## config.mk

```make
export PLATFORM = sky130hd
export DESIGN_NAME = ccd_line_capture_flat
export DESIGN_NICKNAME = d
export VERILOG_FILES = /design/src/rtl/ccd_pkg.sv /design/src/rtl/ccd_line_capture_if.sv /design/src/rtl/ccd_pix_phase.sv /design/src/rtl/ccd_line_capture.sv /design/src/flat_wrapper.sv
export SDC_FILE = /design/constraint.sdc
export NUM_CORES = 1
export LEC_CHECK = 0
export BUFFER_PORTS_ARGS = -buffer_cell sky130_fd_sc_hd__buf_4
export CAP_MARGIN = 10
export CORE_MARGIN = 4
export CORE_UTILIZATION = 25
export DETAILED_ROUTE_END_ITERATION = 10
export PLACE_DENSITY_LB_ADDON = 0.25
export SLEW_MARGIN = 20
export SYNTH_ARGS = -nofsm -noshare
export SYNTH_HDL_FRONTEND = slang
export SYNTH_HIERARCHICAL = 1
export SYNTH_SLANG_ARGS = --single-unit
```

## constraint.sdc

```tcl
create_clock -name clk -period 2 [get_ports clk]
set_input_delay 0.6 -clock clk [delete_from_list [all_inputs] [get_ports clk]]
set_output_delay 0.6 -clock clk [all_outputs]
set_load 0.005 [all_outputs]
```

## src/rtl/ccd_pkg.sv

```systemverilog
// Shared types and helpers for the linear-CCD line capture block.
// The line sequencer's state encoding, pixel-phase decode helpers and
// the width of the shared ROG/SETTLE/GAP cycle counter.
package ccd_pkg;

  typedef enum logic [2:0] {
    S_IDLE,
    S_ROG,
    S_SETTLE,
    S_LINE,
    S_GAP
  } state_t;

  // Wide enough for ROG_W, SETTLE and GAP_PIX*DIV in any sensible build.
  localparam int CYC_W = 16;

  // sh and adcclk are high for the first half of each pixel period.
  function automatic logic ph_first_half(input int ph, input int div);
    return ph < div / 2;
  endfunction

  // CDS reset-level sample sits just after the shift-clock rising edge.
  function automatic logic ph_cds_reset(input int ph);
    return ph == 1;
  endfunction

  // CDS video-level sample sits just after the shift-clock falling edge.
  function automatic logic ph_cds_video(input int ph, input int div);
    return ph == div / 2 + 1;
  endfunction

  // The ADC word is taken on the last phase of the pixel period.
  function automatic logic ph_capture(input int ph, input int div);
    return ph == div - 1;
  endfunction

endpackage

```

## src/rtl/ccd_line_capture_if.sv

```systemverilog
// Pixel stream port: valid/ready handshake with an end-of-line marker.
interface ccd_line_capture_if #(
  parameter int DATA_W = 12
);
  logic [DATA_W-1:0] data;
  logic              valid;
  logic              ready;
  logic              last;

  modport master (output data, valid, last, input ready);
  modport slave  (input data, valid, last, output ready);
endinterface

```

## src/rtl/ccd_pix_phase.sv

```systemverilog
// Pixel-period phase counter and CCD/CDS/ADC clock decode.
// All clock outputs are low whenever en is low; strobe marks the capture phase.
module ccd_pix_phase
  import ccd_pkg::*;
#(
  parameter int DIV = 4
) (
  input  logic clk,
  input  logic rst_n,
  input  logic en,
  output logic sh,
  output logic adcclk,
  output logic cdsclk1,
  output logic cdsclk2,
  output logic strobe
);

  localparam int PH_W = $clog2(DIV);
  localparam logic [PH_W-1:0] PH_LAST = PH_W'(DIV - 1);

  logic [PH_W-1:0] ph;

  // Phase counter: wraps every DIV cycles, parked at 0 while disabled.
  // NOTE: sequential state uses non-blocking assignments so every flop samples pre-edge values.
  always_ff @(posedge clk or negedge rst_n) begin
    if (!rst_n) begin
      ph <= '0;
    end else if (!en || ph == PH_LAST) begin
      ph <= '0;
    end else begin
      ph <= ph + 1'b1;
    end
  end

  // Clock decode straight from the phase register and the registered enable.
  always_comb begin
    sh      = en && ph_first_half(int'(ph), DIV);
    adcclk  = en && ph_first_half(int'(ph), DIV);
    cdsclk1 = en && ph_cds_reset(int'(ph));
    cdsclk2 = en && ph_cds_video(int'(ph), DIV);
    strobe  = en && ph_capture(int'(ph), DIV);
  end

endmodule

```

## src/rtl/ccd_line_capture.sv

```systemverilog
// Linear-CCD timing generator and parallel ADC capture.
// Sequences ROG -> SETTLE -> LINE -> GAP, drives the CCD/CDS/ADC clocks, and
// streams active pixels through a 1-deep holding register on a valid/ready port.
// Optional build macro CCD_DARK_CLAMP_EN: subtract the mean of the dummy
// pixels from every active pixel, clamped at zero.
module ccd_line_capture
  import ccd_pkg::*;
#(
  parameter int DATA_W    = 12,
  parameter int PIX_NUM   = 2048,
  parameter int DUMMY_NUM = 32,
  parameter int DIV       = 4,
  parameter int ROG_W     = 16,
  parameter int SETTLE    = 8,
  parameter int GAP_PIX   = 16,
  parameter int ADC_LAT   = 7
) (
  input  logic              clk,
  input  logic              rst_n,
  input  logic              start,
  input  logic [DATA_W-1:0] adc_data,
  output logic              rog,
  output logic              sh,
  output logic              cdsclk1,
  output logic              cdsclk2,
  output logic              adcclk,
  output logic              busy,
  output logic              overflow,
  ccd_line_capture_if.master pix
);

  // Pixel periods per line: dummies, actives, then ADC pipeline flush.
  localparam int T   = DUMMY_NUM + PIX_NUM + ADC_LAT;
  localparam int P_W = $clog2(T);

  localparam logic [P_W-1:0]   P_LAST      = P_W'(T - 1);
  localparam logic [CYC_W-1:0] ROG_LAST    = CYC_W'(ROG_W - 1);
  localparam logic [CYC_W-1:0] SETTLE_LAST = CYC_W'(SETTLE - 1);
  localparam logic [CYC_W-1:0] GAP_LAST    = CYC_W'(GAP_PIX * DIV - 1);
  localparam int               K_LAST      = DUMMY_NUM + PIX_NUM - 1;

  state_t           state;
  logic [CYC_W-1:0] cyc;
  logic [P_W-1:0]   p;
  logic             line_en;
  logic             strobe;

  assign line_en = (state == S_LINE);

  ccd_pix_phase #(
    .DIV (DIV)
  ) u_phase (
    .clk     (clk),
    .rst_n   (rst_n),
    .en      (line_en),
    .sh      (sh),
    .adcclk  (adcclk),
    .cdsclk1 (cdsclk1),
    .cdsclk2 (cdsclk2),
    .strobe  (strobe)
  );

  // Line sequencer with registered rog/busy; start only matters in IDLE and at end of GAP.
  always_ff @(posedge clk or negedge rst_n) begin
    if (!rst_n) begin
      state <= S_IDLE;
      cyc   <= '0;
      p     <= '0;
      rog   <= 1'b0;
      busy  <= 1'b0;
    end else begin
      case (state)
        S_IDLE: begin
          if (start) begin
            state <= S_ROG;
            cyc   <= '0;
            rog   <= 1'b1;
            busy  <= 1'b1;
          end
        end
        S_ROG: begin
          if (cyc == ROG_LAST) begin
            state <= S_SETTLE;
            cyc   <= '0;
            rog   <= 1'b0;
          end else begin
            cyc <= cyc + 1'b1;
          end
        end
        S_SETTLE: begin
          if (cyc == SETTLE_LAST) begin
            state <= S_LINE;
            cyc   <= '0;
            p     <= '0;
          end else begin
            cyc <= cyc + 1'b1;
          end
        end
        S_LINE: begin
          if (strobe) begin
            if (p == P_LAST) begin
              state <= S_GAP;
              p     <= '0;
            end else begin
              p <= p + 1'b1;
            end
          end
        end
        S_GAP: begin
          if (cyc == GAP_LAST) begin
            cyc <= '0;
            if (start) begin
              state <= S_ROG;
              rog   <= 1'b1;
            end else begin
              state <= S_IDLE;
              busy  <= 1'b0;
            end
          end else begin
            cyc <= cyc + 1'b1;
          end
        end
        default: begin
          state <= S_IDLE;
          rog   <= 1'b0;
          busy  <= 1'b0;
        end
      endcase
    end
  end

  // Pixel index of the word the ADC presents now; negative while the pipeline fills.
  int   k;
  logic cap_hit;

  // NOTE: every always_comb output gets a value on every path, so no latch is inferred.
  always_comb begin
    k       = int'(p) - ADC_LAT;
    cap_hit = line_en && strobe && (k >= 0);
  end

  logic              cap_pend;
  logic [DATA_W-1:0] cap_data;
  logic              cap_last;
  logic [DATA_W-1:0] out_data;

  // Capture stage: register the ADC word; only active pixels request the holding register.
  always_ff @(posedge clk or negedge rst_n) begin
    if (!rst_n) begin
      cap_pend <= 1'b0;
      cap_data <= '0;
      cap_last <= 1'b0;
    end else begin
      cap_pend <= cap_hit && (k >= DUMMY_NUM);
      if (cap_hit) begin
        cap_data <= adc_data;
        cap_last <= (k == K_LAST);
      end
    end
  end

`ifdef CCD_DARK_CLAMP_EN
  localparam int LOG_D = $clog2(DUMMY_NUM);
  localparam int SUM_W = DATA_W + LOG_D;

  logic [SUM_W-1:0]  dark_sum;
  logic [SUM_W-1:0]  sum_next;
  logic [DATA_W-1:0] dark_mean;

  assign sum_next = dark_sum + SUM_W'(adc_data);

  // Dark accumulator: cleared during ROG, mean latched with the last dummy pixel.
  always_ff @(posedge clk or negedge rst_n) begin
    if (!rst_n) begin
      dark_sum  <= '0;
      dark_mean <= '0;
    end else if (state == S_ROG) begin
      dark_sum <= '0;
    end else if (cap_hit && (k < DUMMY_NUM)) begin
      dark_sum <= sum_next;
      if (k == DUMMY_NUM - 1) begin
        dark_mean <= DATA_W'(sum_next >> LOG_D);
      end
    end
  end

  assign out_data = (cap_data > dark_mean) ? (cap_data - dark_mean) : '0;
`else
  assign out_data = cap_data;
`endif

  logic              hold_valid;
  logic [DATA_W-1:0] hold_data;
  logic              hold_last;
  logic              drain;

  assign drain = hold_valid && pix.ready;

  // Holding register: a write lands if empty or draining this cycle, otherwise it is dropped.
  always_ff @(posedge clk or negedge rst_n) begin
    if (!rst_n) begin
      hold_valid <= 1'b0;
      hold_data  <= '0;
      hold_last  <= 1'b0;
      overflow   <= 1'b0;
    end else begin
      overflow <= 1'b0;
      if (drain) begin
        hold_valid <= 1'b0;
      end
      if (cap_pend) begin
        if (!hold_valid || drain) begin
          hold_valid <= 1'b1;
          hold_data  <= out_data;
          hold_last  <= cap_last;
        end else begin
          overflow <= 1'b1;
        end
      end
    end
  end

  assign pix.valid = hold_valid;
  assign pix.data  = hold_data;
  assign pix.last  = hold_last;

endmodule

```

## src/flat_wrapper.sv

```systemverilog
// flat-port wrapper written by rule: the top's interface ports become plain ports
module ccd_line_capture_flat import ccd_pkg::*;
#(
  parameter int DATA_W    = 12,
  parameter int PIX_NUM   = 2048,
  parameter int DUMMY_NUM = 32,
  parameter int DIV       = 4,
  parameter int ROG_W     = 16,
  parameter int SETTLE    = 8,
  parameter int GAP_PIX   = 16,
  parameter int ADC_LAT   = 7
)
  (clk, rst_n, start, adc_data, rog, sh, cdsclk1, cdsclk2, adcclk, busy, overflow, pix_data, pix_valid, pix_last, pix_ready);
  ccd_line_capture_if #(.DATA_W(DATA_W)) pix_i ();
  input  logic clk;
  input  logic rst_n;
  input  logic start;
  input  logic [DATA_W-1:0] adc_data;
  output logic rog;
  output logic sh;
  output logic cdsclk1;
  output logic cdsclk2;
  output logic adcclk;
  output logic busy;
  output logic overflow;
  output wire logic [$bits(pix_i.data)-1:0] pix_data;
  output wire logic [$bits(pix_i.valid)-1:0] pix_valid;
  output wire logic [$bits(pix_i.last)-1:0] pix_last;
  input wire logic [$bits(pix_i.ready)-1:0] pix_ready;
  assign pix_data = pix_i.data;
  assign pix_valid = pix_i.valid;
  assign pix_last = pix_i.last;
  assign pix_i.ready = pix_ready;
  ccd_line_capture #(.DATA_W(DATA_W), .PIX_NUM(PIX_NUM), .DUMMY_NUM(DUMMY_NUM), .DIV(DIV), .ROG_W(ROG_W), .SETTLE(SETTLE), .GAP_PIX(GAP_PIX), .ADC_LAT(ADC_LAT)) u_core (.clk(clk), .rst_n(rst_n), .start(start), .adc_data(adc_data), .rog(rog), .sh(sh), .cdsclk1(cdsclk1), .cdsclk2(cdsclk2), .adcclk(adcclk), .busy(busy), .overflow(overflow), .pix(pix_i));
endmodule
```

======== Yosys cells after proc, flatten, opt, wreduce, memory -nomap -nowiden ========
Cells that the tools add are included.
word-level totals
  register bits after elaboration ......... 64
  bits of input ports ..................... 16
  output and inout bits ................... 21
  logic and storage cells ................. 94
operators by class
  add/subtract/negate cells ............... 4
  $lt $le $gt $ge ......................... 3
  eq/ne operators ......................... 19
  muxes and demuxes ....................... 31
  bitwise gates (word level) .............. 2
  reduce and logical (&&, ||, !) cells .... 22
operators with widths
  cell                   count
  $mux 16                4
  $pmux 16 s4            1
  $mux 12                3
  $eq 32x13->1 const B   1
  $ge 32x1->1 const B    1
  $ge 32x7->1 const B    1
  $pmux 12 s2            1
  $mux 3                 6
  $add 16x1->16 const B  1
  $eq 16x3->1 const B    1
  $eq 16x4->1 const B    1
  $eq 16x6->1 const B    1
  $pmux 3 s5             1
  $sub 12x3->13 const B  1
  $add 12x1->12 const B  1
  $eq 12x12->1 const B   1
  $mux 1                 12
  $ne 2x2->1 const B     4
  $logic_and 1x1->1      7
  $eq 3x2->1 const B     2
  $ne 2x1->1 const B     3
  $reduce_and 3->1       2
  $reduce_and 6->1       1
  $eq 2x2->1 const B     2
  other kinds (18)       22

======== Logic depth before layout (Yosys ltp) ========
  depth after elaboration ................. 5
  mapped depth ............................ 9
  gate-level depth less buffers ........... 7

======== Cells and area by module ========
Netlist, hierarchy kept.
modules (own cells, without submodules)
  module            instances  cells an instance  area each (um2)  sequential area each (um2)
  ccd_line_capture  1          310                3205.6           1551.5
  ccd_pix_phase     1          12                 142.6            50.0

======== Least setup slack after synthesis ========
Ideal clock, no wire load.
  kind .................................... flip-flop to flip-flop
  start ................................... register u_core.state[1]
  end ..................................... register u_core.cap_data[10]
  arrival ................................. 2.121 ns
  required time ........................... 1.875 ns
  slack ................................... -0.246 ns
  stages on the path, launching flop included .. 9
  path buffers ............................ 3
  clock period less this slack ............ 2.246 ns
  path through ............................ dfrtp_1 -> buf_2 -> and3b_1 -> and2_2 -> buf_4 -> nand2_1 -> a21oi_1 -> buf_4 -> mux2_2
between the ends
  longest elaborated chain between the ends .. 4
RTL lines
  element                         line                     text
  start, declared                 ccd_line_capture.sv:42   state_t state;
  start signal, assigned          ccd_line_capture.sv:66   state <= S_IDLE;
  start signal, assigned          ccd_line_capture.sv:75   state <= S_ROG;
  start signal, assigned          ccd_line_capture.sv:83   state <= S_SETTLE;
  $eq 3x2->1                      ccd_line_capture.sv:48   assign line_en = (state == S_LINE);
  net u_core.line_en              ccd_line_capture.sv:45   logic line_en;
  $logic_and 1x1->1               n/a
  net cdsclk2                     flat_wrapper.sv:22       output logic cdsclk2;
  $logic_and 1x1->1 (2 in a row)  ccd_line_capture.sv:139  cap_hit = line_en && strobe && (k >= 0);
  end signal, assigned            ccd_line_capture.sv:156  cap_data <= adc_data;
  end, declared                   ccd_line_capture.sv:143  logic [DATA_W-1:0] cap_data;
The timed path passes the listed nets, and every way through them passes these cells.
A chain may end at the register's enable or synchronous reset.

======== Worst setup path in the final report ========
  start ................................... register u_core.cyc[7]
  end ..................................... register u_core.cyc[8]
between the ends
  longest elaborated chain between the ends .. 3
  elaborated cells between the ends (all ways) .. 8
  classes of those cells .................. 1 x add/sub; 3 x eq/ne; 4 x mux
RTL lines
  element                                      line                                                                     text
  start, declared                              ccd_line_capture.sv:43                                                   logic [CYC_W-1:0] cyc;
  start signal, assigned                       ccd_line_capture.sv:87                                                   cyc <= cyc + 1'b1;
  start signal, assigned                       ccd_line_capture.sv:96                                                   cyc <= cyc + 1'b1;
  start signal, assigned                       ccd_line_capture.sv:120                                                  cyc <= cyc + 1'b1;
  $add 16x1->16, or another cell as far along  ccd_line_capture.sv:87, ccd_line_capture.sv:96, ccd_line_capture.sv:120
  $mux 16 (on tied branches)                   ccd_line_capture.sv:110, ccd_line_capture.sv:82, ccd_line_capture.sv:91
  $pmux 16 s4 (*)                              ccd_line_capture.sv:72                                                   case (state)
Every way passes the cells marked *; elsewhere a longest branch is shown, timed or not.

==> flow_summary.json <==
{
  "timing.final.ws_setup_ns": -0.124,
  "cp.depth": 6,
  "portBuffers": 36,
  "worst_pin_slew_ns": 0.561,
  "wl_per_cell_um": 14.1,
  "maxCapViolCount": 0,
  "clkPwrFrac": 0.317,
  "ff2ff_path_depth": 6,
  "worstReg2RegStart": "u_core/cyc[7]",
  "start_util": 0.254,
  "clock_latency_ns": 0.34,
  "cts_tree": "done",
  "drt_iter0_markers": 74,
  "yosysWarningCount": 6,
  "synthArstFlopShare": 1.00,
  "crit_type": "flip-flop to flip-flop",
  "yosys-top-cells-area": "dfrtp_1 (48%), mux2_2 (8.4%), a21oi_1 (2.7%)",
  "cp-end-kind": "flip-flop",
  "clkTransAtPathRegs_ns": 0.05,
  "synth_top_area_frac": 0.478,
  "yosysSeqAreaShare": 0.478,
  "max_freq_mhz": 471,
  "path_common_cell": "nor4_4",
  "final_common_cell": "buf_4",
  "final_util": 0.370,
  "dp_slack_ns": -0.0919,
  "ios": 37,
  "place.gp.congestion": 0.783,
  "finish.instance_area_mm2": 0.00487,
  "violations": "setup timing",
  "area_growth_pct": 45.6,
  "finClkSkew_ns": 0.0113,
  "cp_slowest_cell": "or4_4",
  "synthDistinctLibCells": 60,
  "min_period_ns": 2.12,
  "period_share": 1.06,
  "antenna_cells": 0,
  "grt_pass1_vias": 2864,
  "rsz0062_at_grt": "true",
  "dr.pass1.iters": 4,
  "fin_nets": 442,
  "p_per_area_mw_per_mm2": 1010,
  "h-tree-depth": 3,
  "reg2reg_to": "u_core/cyc[8]",
  "drive_above_1_share": 0.472,
  "switching_share": 0.321,
  "cts_sinks": 64,
  "grt_pass1_wl_mm": 14.0,
  "syn_area_per_cell_um2": 10.4,
  "startpoint_type": "flip-flop",
  "power_switching_w": 0.00159,
  "path_cells": "or4_4 -> nor4_4 -> nor2_2 -> nor4_4 -> buf_6 -> nor2_1",
  "dieWidth_um": 124,
  "ir_worst_vdd_mv": 0.621,
  "cp_data_arrival_time_ns": 2.34,
  "max-slew-margin-rel": 0.626,
  "die_area_mm2": 0.0153,
  "drtAntennaViolNets": 0,
  "pwr-share-comb": 0.372,
  "place_area_mm2": 0.00424,
  "finalSetupViolCount": 20,
  "hold_violations": 0,
  "reg2reg_setup_slack_ns": -0.12,
  "critical_path.max_fanout": 8,
  "dp_hpwl_mm": 5.78,
  "hold_class": "input pin to asynchronous set/reset pin",
  "cts.path.max_buffers": 2,
  "drc": 0,
  "slew_violations": 0,
  "rows": 42,
  "clockRootBuffer": "clkbuf_16",
  "p_int_w": 0.00335,
  "p_leak_nw": 2.21,
  "grt_max_degree": 46,
  "cts-buffers-inserted": 9,
  "vias": 2822,
  "vias_per_cell": 4.69,
  "most-common-layout-cells": "buf_4 (88), dfrtp_1 (64), mux2_2 (25), nand2_1 (20)",
  "critPathBufInv": 1,
  "drt-total-wl_mm": 8.51,
  "syn_area_mm2": 0.00335,
  "synthFlopType": "dfrtp_1",
  "status": "finished, violations left",
  "ys_seq_elements": 64,
  "grt_use_total": 0.117,
  "max_stage_delay_ns": 0.59,
  "synth_edf_count": 0,
  "ctsHoldBuffers": 0,
  "syn_inst": 322,
  "crit_family": "simple AND/OR/NAND/NOR gates",
  "synth_nets": 343,
  "cp_data_required_time_ns": 2.22,
  "coreArea_mm2": 0.0132,
  "gr-total-overflow": 0,
  "antenna_found_initial": 0,
  "p_seq_frac": 0.311,
  "die_h_um": 124,
  "yosys.area.top_type": "dfrtp_1"
}
## how the worst max path moves through the flow
stage | to | from
CTS | adcclk | u_core/state[0]
global route | u_core/cyc[3] | u_core/cyc[7]
finish | u_core/cyc[8] | u_core/cyc[7]
floorplan | u_core/cyc[2] | u_core/cyc[10]
global placement | u_core/cyc[8] | u_core/cyc[8]
detailed placement | u_core/cyc[14] | u_core/cyc[8]
## cells in the mapped netlist (all sizes together), types with 4 or more instances
master,number
inv,11
nand4,5
and3,7
and2,4
or3,5
nand3,12
a21oi,19
nor4,8
dfrtp,64
o21ai,15
ha,5
nor3,15
or4,6
clkbuf,7
nand2,21
nor2,22
o31ai,6
xnor2,9
mux2,25
buf,9
## cells by family after synthesis
family                   Yosys count  synth area share
XOR/XNOR                          11            0.0288
AO/OA/AOI/OAI                     60             0.112
buffers and inverters             27            0.0389
AND/OR/NAND/NOR                  128             0.233
flip-flops                        64             0.478
adder cells (fa/ha/maj)            6            0.0220
multiplexers                      26            0.0871
## sequential cells by signal, indices dropped and copies added (netlist names), 2 cells and up
signal / cells
u_core/cap_data: 12
u_core/p: 12
u_core/state: 3
u_core/cyc: 16
u_core/u_phase/ph: 2
u_core/pix.data: 12
## worst register-to-register path: stages, from the launching register on
cell,delay (ns)
dfrtp_1,0.39
or4_4,0.59
nor4_4,0.31
nor2_2,0.10
nor4_4,0.34
buf_6,0.22
nor2_1,0.05
## area by class of cell
| class | count | area [um2] |
|---|---|---|
| Inverter | 11 | 41.3 |
| Timing Repair Buffer | 103 | 847 |
| Multi-Input combinational cell | 232 | 1870 |
| Tap cell | 176 | 220 |
| Clock inverter | 5 | 56.3 |
| Sequential cell | 64 | 1600 |
| Fill cell | 1319 | 8320 |
| Clock buffer | 11 | 243 |
## power groups by stage
stage	clock network [W]	logic, W	registers (W)
2_1_floorplan	0	0.000844	0.00153
5_1_grt	0.00167	0.00199	0.00155
3_3_place_gp	0	0.00144	0.00155
3_5_place_dp	0	0.00145	0.00155
6_report	0.00156	0.00184	0.00153
4_1_cts	0.00163	0.00168	0.00153
## stage by stage
stage / total power (W) / setup TNS [ns] / hold slack, ns / instances
2_1_floorplan: 0.00237 / -0.178 / 0.304 / 322
3_3_place_gp: 0.00299 / -1.07 / 0.454 / 573
3_5_place_dp: 0.00300 / -1.52 / 0.458 / 573
4_1_cts: 0.00483 / -1.05 / 0.143 / 598
5_1_grt: 0.00521 / -3.26 / 0.161 / 602
6_report: 0.00493 / -1.83 / 0.148 / 602
## layer usage
layer,GRT usage,vias to the layer above,wire [um]
met1,0.140,1393,3580
met3,0.0381,15,390
met4,0.0422,0,178
li1,-,1365,-
met5,0,-,0
met2,0.197,49,4350
## timing repair
action / CTS / global route
gates cloned: 1 / 0
resized for setup: 27 / 31
setup buffers: 8 / 5
endpoints found under the setup margin: 42 / 44
pin swaps: 17 / 12
Power figures use the tool's default switching activity.
